### src/rtl/reduction_unit.sv
// rtl/reduction_unit.sv - registered byte-lane reduction adder, result sign-extended from bit 8
module reduction_unit (
  input  logic        clk,
  input  logic        rst_n,
  input  logic [15:0] A,
  input  logic [15:0] B,
  input  logic        in_valid,
  output logic [15:0] S,
  output logic        out_valid
);

  // 4-bit carry-lookahead block; returns {carry_out, sum[3:0]}
  function automatic logic [4:0] cla4(input logic [3:0] a, input logic [3:0] b, input logic cin);
    logic [3:0] pp;
    logic [3:0] gg;
    logic [4:0] c;
    pp   = a ^ b;
    gg   = a & b;
    c[0] = cin;
    c[1] = gg[0] | (pp[0] & c[0]);
    c[2] = gg[1] | (pp[1] & gg[0]) | (pp[1] & pp[0] & c[0]);
    c[3] = gg[2] | (pp[2] & gg[1]) | (pp[2] & pp[1] & gg[0]) | (pp[2] & pp[1] & pp[0] & c[0]);
    c[4] = gg[3] | (pp[3] & gg[2]) | (pp[3] & pp[2] & gg[1]) | (pp[3] & pp[2] & pp[1] & gg[0])
         | (pp[3] & pp[2] & pp[1] & pp[0] & c[0]);
    return {c[4], pp ^ c[3:0]};
  endfunction

  logic [4:0]  e_lo, e_hi, f_lo, f_hi, g_lo, g_mid;
  logic [8:0]  e, f, g;
  logic [15:0] result;
  logic [15:0] s_d, s_q;
  logic        out_valid_d, out_valid_q;

  always_comb begin
    e_lo  = cla4(A[3:0], B[3:0], 1'b0);
    e_hi  = cla4(A[7:4], B[7:4], e_lo[4]);
    e     = {e_hi, e_lo[3:0]};
    f_lo  = cla4(A[11:8], B[11:8], 1'b0);
    f_hi  = cla4(A[15:12], B[15:12], f_lo[4]);
    f     = {f_hi, f_lo[3:0]};
    g_lo  = cla4(e[3:0], f[3:0], 1'b0);
    g_mid = cla4(e[7:4], f[7:4], g_lo[4]);
    // Top bit of the 9-bit sum; its carry out wraps away
    g      = {e[8] ^ f[8] ^ g_mid[4], g_mid[3:0], g_lo[3:0]};
    result = {{7{g[8]}}, g};

    s_d         = s_q;
    out_valid_d = 1'b0;
    if (in_valid) begin
      s_d         = result;
      out_valid_d = 1'b1;
    end
  end

  always_ff @(posedge clk or negedge rst_n) begin
    if (!rst_n) begin
      s_q         <= 16'h0000;
      out_valid_q <= 1'b0;
    end else begin
      s_q         <= s_d;
      out_valid_q <= out_valid_d;
    end
  end

  assign S         = s_q;
  assign out_valid = out_valid_q;

endmodule

### config.mk
export PLATFORM = sky130hd
export DESIGN_NAME = reduction_unit
export DESIGN_NICKNAME = d
export VERILOG_FILES = /design/src/rtl/reduction_unit.sv
export SDC_FILE = /design/constraint.sdc
export NUM_CORES = 1
export LEC_CHECK = 0
export CAP_MARGIN = 25
export CORE_ASPECT_RATIO = 1.75
export CORE_MARGIN = 10
export CORE_UTILIZATION = 44
export DETAILED_ROUTE_END_ITERATION = 10
export GPL_TIMING_DRIVEN = 0
export PLACE_DENSITY = 0.81
export SYNTH_ARGS = -nofsm -noshare
export SYNTH_HDL_FRONTEND = slang
export SYNTH_SLANG_ARGS = --single-unit
### constraint.sdc
create_clock -name clk -period 1.2 [get_ports clk]
set_input_delay 0.18 -clock clk [delete_from_list [all_inputs] [get_ports clk]]
set_output_delay 0.18 -clock clk [all_outputs]
set_load 0.1 [all_outputs]
==> flow_metrics.py <==
metrics = {
    "synth": {
        "synth_nets": 200,
        "synthFlopType": "dfrtp_1",
        "synth_commonest_cells": "ha_1 (24), inv_1 (16), xnor2_1 (12)",
        "synth_seq_area_share": 0.188,
        "yosys_warnings": 0,
        "synth_top_area_share": 0.226,
        "synth_simple_gate_area_frac": 0.0470,
        "syn_area_per_cell_um2": 9.85,
        "yosysMostFrequentCell": "ha_1",
        "synth_compound_area_frac": 0.215,
        "synth_seq_cells": 10,
        "synth_top_area_cell": "ha_1",
        "synth-xor-area-share": 0.0988,
        "yosys-mux-area-fraction": 0.0414,
        "synthDistinctLibCells": 29,
        "synth_edf_count": 0,
        "synth_area_um2": 1330,
        "synthesis.instances": 135,
        "asyncSetResetFlopFracSynth": 1.00,
        "yosys.area_share.adder": 0.316,
        "synthTopCellsByArea": "ha_1 (23%), dfrtp_1 (19%), fa_1 (9.0%)",
        "synth_top_family_by_area": "adder cells",
    },
    "sta": {
        "fin_hold_ws_ns": 0.255,
        "skew_ns": 0,
        "finalSetupViolations": 15,
        "final_hold_viol_count": 0,
        "slew_headroom": 0.673,
        "worst_slack_ns": -1.60,
        "fmax_mhz": 357,
        "fin_tns_setup_ns": -8.13,
        "worst_pin_slew_ns": 0.494,
        "period_share": 2.33,
        "slew_violations": 0,
        "rsz0062_at_grt": "yes",
        "period_minus_slack_ns": 2.80,
    },
    "finish": {
        "num_antenna_cells": 0,
        "fillers": 195,
        "layout-drive-gt1-share": 0.541,
        "syn_to_final_growth_pct": 73.9,
        "nets": 273,
        "fin_area_um2": 2310,
        "fin_cells": 235,
    },
    "die": {
        "start_util": 0.454,
        "die_w_um": 61.6,
        "rows": 26,
        "die_area_um2": 5710,
        "boundaryPins": 52,
        "die_h_um": 92.7,
        "core_area_um2": 2930,
    },
    "clock_network": {
        "cts-root-buf": "clkbuf_8",
        "cts.htree.levels": 1,
        "clk_latency_ns": 0.24,
        "cts_tree": "done",
        "clk_pin_slew_ns": 0.05,
        "cts_buffer_depth": 2,
        "cts_sinks": 10,
        "cts_made_buffers": 3,
    },
    "drt": {
        "postRouteAntennaNets": 0,
        "wire_per_inst_um": 17.2,
        "viasPerCell": 5.49,
        "drt_pre_antenna_iters": 4,
        "vias": 1291,
        "drc_errors": 0,
        "drt_wl_total_um": 4040,
        "drtIter0Drc": 20,
    },
    "pwr": {
        "p_leak_nw": 1.08,
        "power.density_nw_per_um2": 2360,
        "vdd_ir_drop_max_v": 0.00168,
    },
    "placed_design": {
        "gp_routability_congestion": 0.762,
        "dpl.hpwl_um": 3140,
        "place_area_um2": 2010,
        "dpl.cell_count": 214,
        "io_buffers": 51,
    },
    "worst_setup_path": {
        "worstPathMaxFanout": 2,
        "cp.arrival_ns": 2.97,
        "critPathLaunchType": "primary input",
        "ff2ff_setup_slack_ns": 0.13,
        "cp.required_ns": 1.38,
        "worst_setup_path_end_kind": "flop",
        "path_class": "in -> reg",
    },
    "global_route": {
        "grt_pass1_wl_um": 6310,
        "gr-usage-met1": 0.120,
        "top_usage_layer": "met2",
        "grt_max_degree": 11,
        "grt_remaining_overflow": 0,
        "met3_usage": 0.0451,
        "grt_pass1_vias": 1477,
        "antenna_found_initial": 0,
        "globalRouteMet2Util": 0.264,
        "grtUsageTotal": 0.140,
    },
    "min_path": {
        "hold_class": "in -> async",
    },
    "run_status": {
        "violations": "negative setup slack",
        "status": "complete, but fails checks",
    },
    "run": {
        "drv_cap": 0,
    },
}
-- final cells by class --
type                            instances  area [µm²]  area share
Timing Repair Buffer                   68         631       0.273
Inverter                               16        62.6      0.0270
Clock buffer                            4        55.1      0.0238
Tap cell                               28        35.0      0.0151
Buffer                                  8        63.8      0.0276
Sequential cell                        10         251       0.109
Multi-Input combinational cell        101        1210       0.525
-- logic make-up (layout without fill, tap and decap cells) --
group                    after synthesis  after routing
flip-flops                            10             10
XOR/XNOR                              15             15
adder cells (fa/ha/maj)               30             30
AND/OR/NAND/NOR                       11             11
AO/OA/AOI/OAI                         40             40
multiplexers                           5              5
buffers and inverters                 24             96
-- where the power goes --
part	switching [mW]	internal, mW
sequential	0.108	0.483
combinational	2.89	1.54
clock	0.145	0.289
total	3.14	2.31
-- critical path, cell delays in order --
cell	delay [ns]
buf_8	0.10
ha_4	0.24
a211oi_4	0.24
o21bai_4	0.12
fa_2	0.60
ha_4	0.22
o21a_1	0.16
o21a_1	0.18
o22ai_2	0.22
nor2_2	0.08
or4b_1	0.51
nand3_1	0.11
-- metal layers --
metal / vias up / part of all wire
met3: 13 / 0.079
met2: 52 / 0.56
met1: 614 / 0.32
li1: 612 / -
met4: 0 / 0.033
met5: - / 0
-- layout by cell type (no fill, tap or decap), drive strengths merged, types with 3 or more instances in the layout --
master	netlist	layout
a211oi	4	4
a21o	8	8
a21oi	11	11
a31oi	3	3
buf	8	53
clkbuf	0	7
clkdlybuf4s50	0	18
dfrtp	10	10
fa	6	6
ha	24	24
inv	16	16
mux2	4	4
nor2	3	3
o21ai	6	6
o21bai	3	3
xnor2	12	12
xor2	3	3
-- path summary, 6_finish.rpt --
path                                   from                  end  cells past startpoint
setup / recovery                       B[9]     S[8]$_DFFE_PN0P_                     12
hold / removal                        rst_n  out_valid$_DFF_PN0_                      1
setup reg to reg           S[8]$_DFFE_PN0P_     S[8]$_DFFE_PN0P_                      3
hold reg to reg            S[0]$_DFFE_PN0P_     S[0]$_DFFE_PN0P_                      1
max in group asynchronous             rst_n     S[0]$_DFFE_PN0P_                      1
min in group clk                       A[0]     S[0]$_DFFE_PN0P_                      4
-- through the flow --
step                       util  setup slack, ns  power, mW
after floorplan               -            -1.61       3.66
after global placement    0.687            -2.26       4.45
after detailed placement  0.687            -2.31       4.54
after CTS                 0.770            -1.51       5.38
after global routing      0.790            -1.65       5.69
final                     0.790            -1.60       5.46
-- sequential cells by signal, summed over array words and instances, names as in the netlist --
name and cells:
out_valid 1, S 9
-- what timing repair did --
item | 4_1_cts | 5_1_grt
hold endpoints to repair | 0 | 0
setup buffers | 18 | 5
pin swaps | 35 | 25
hold buffers | 0 | 0
setup endpoints to repair | 26 | 19
gates resized for setup | 193 | 19
No activity file was read; power rests on OpenSTA's default activity.
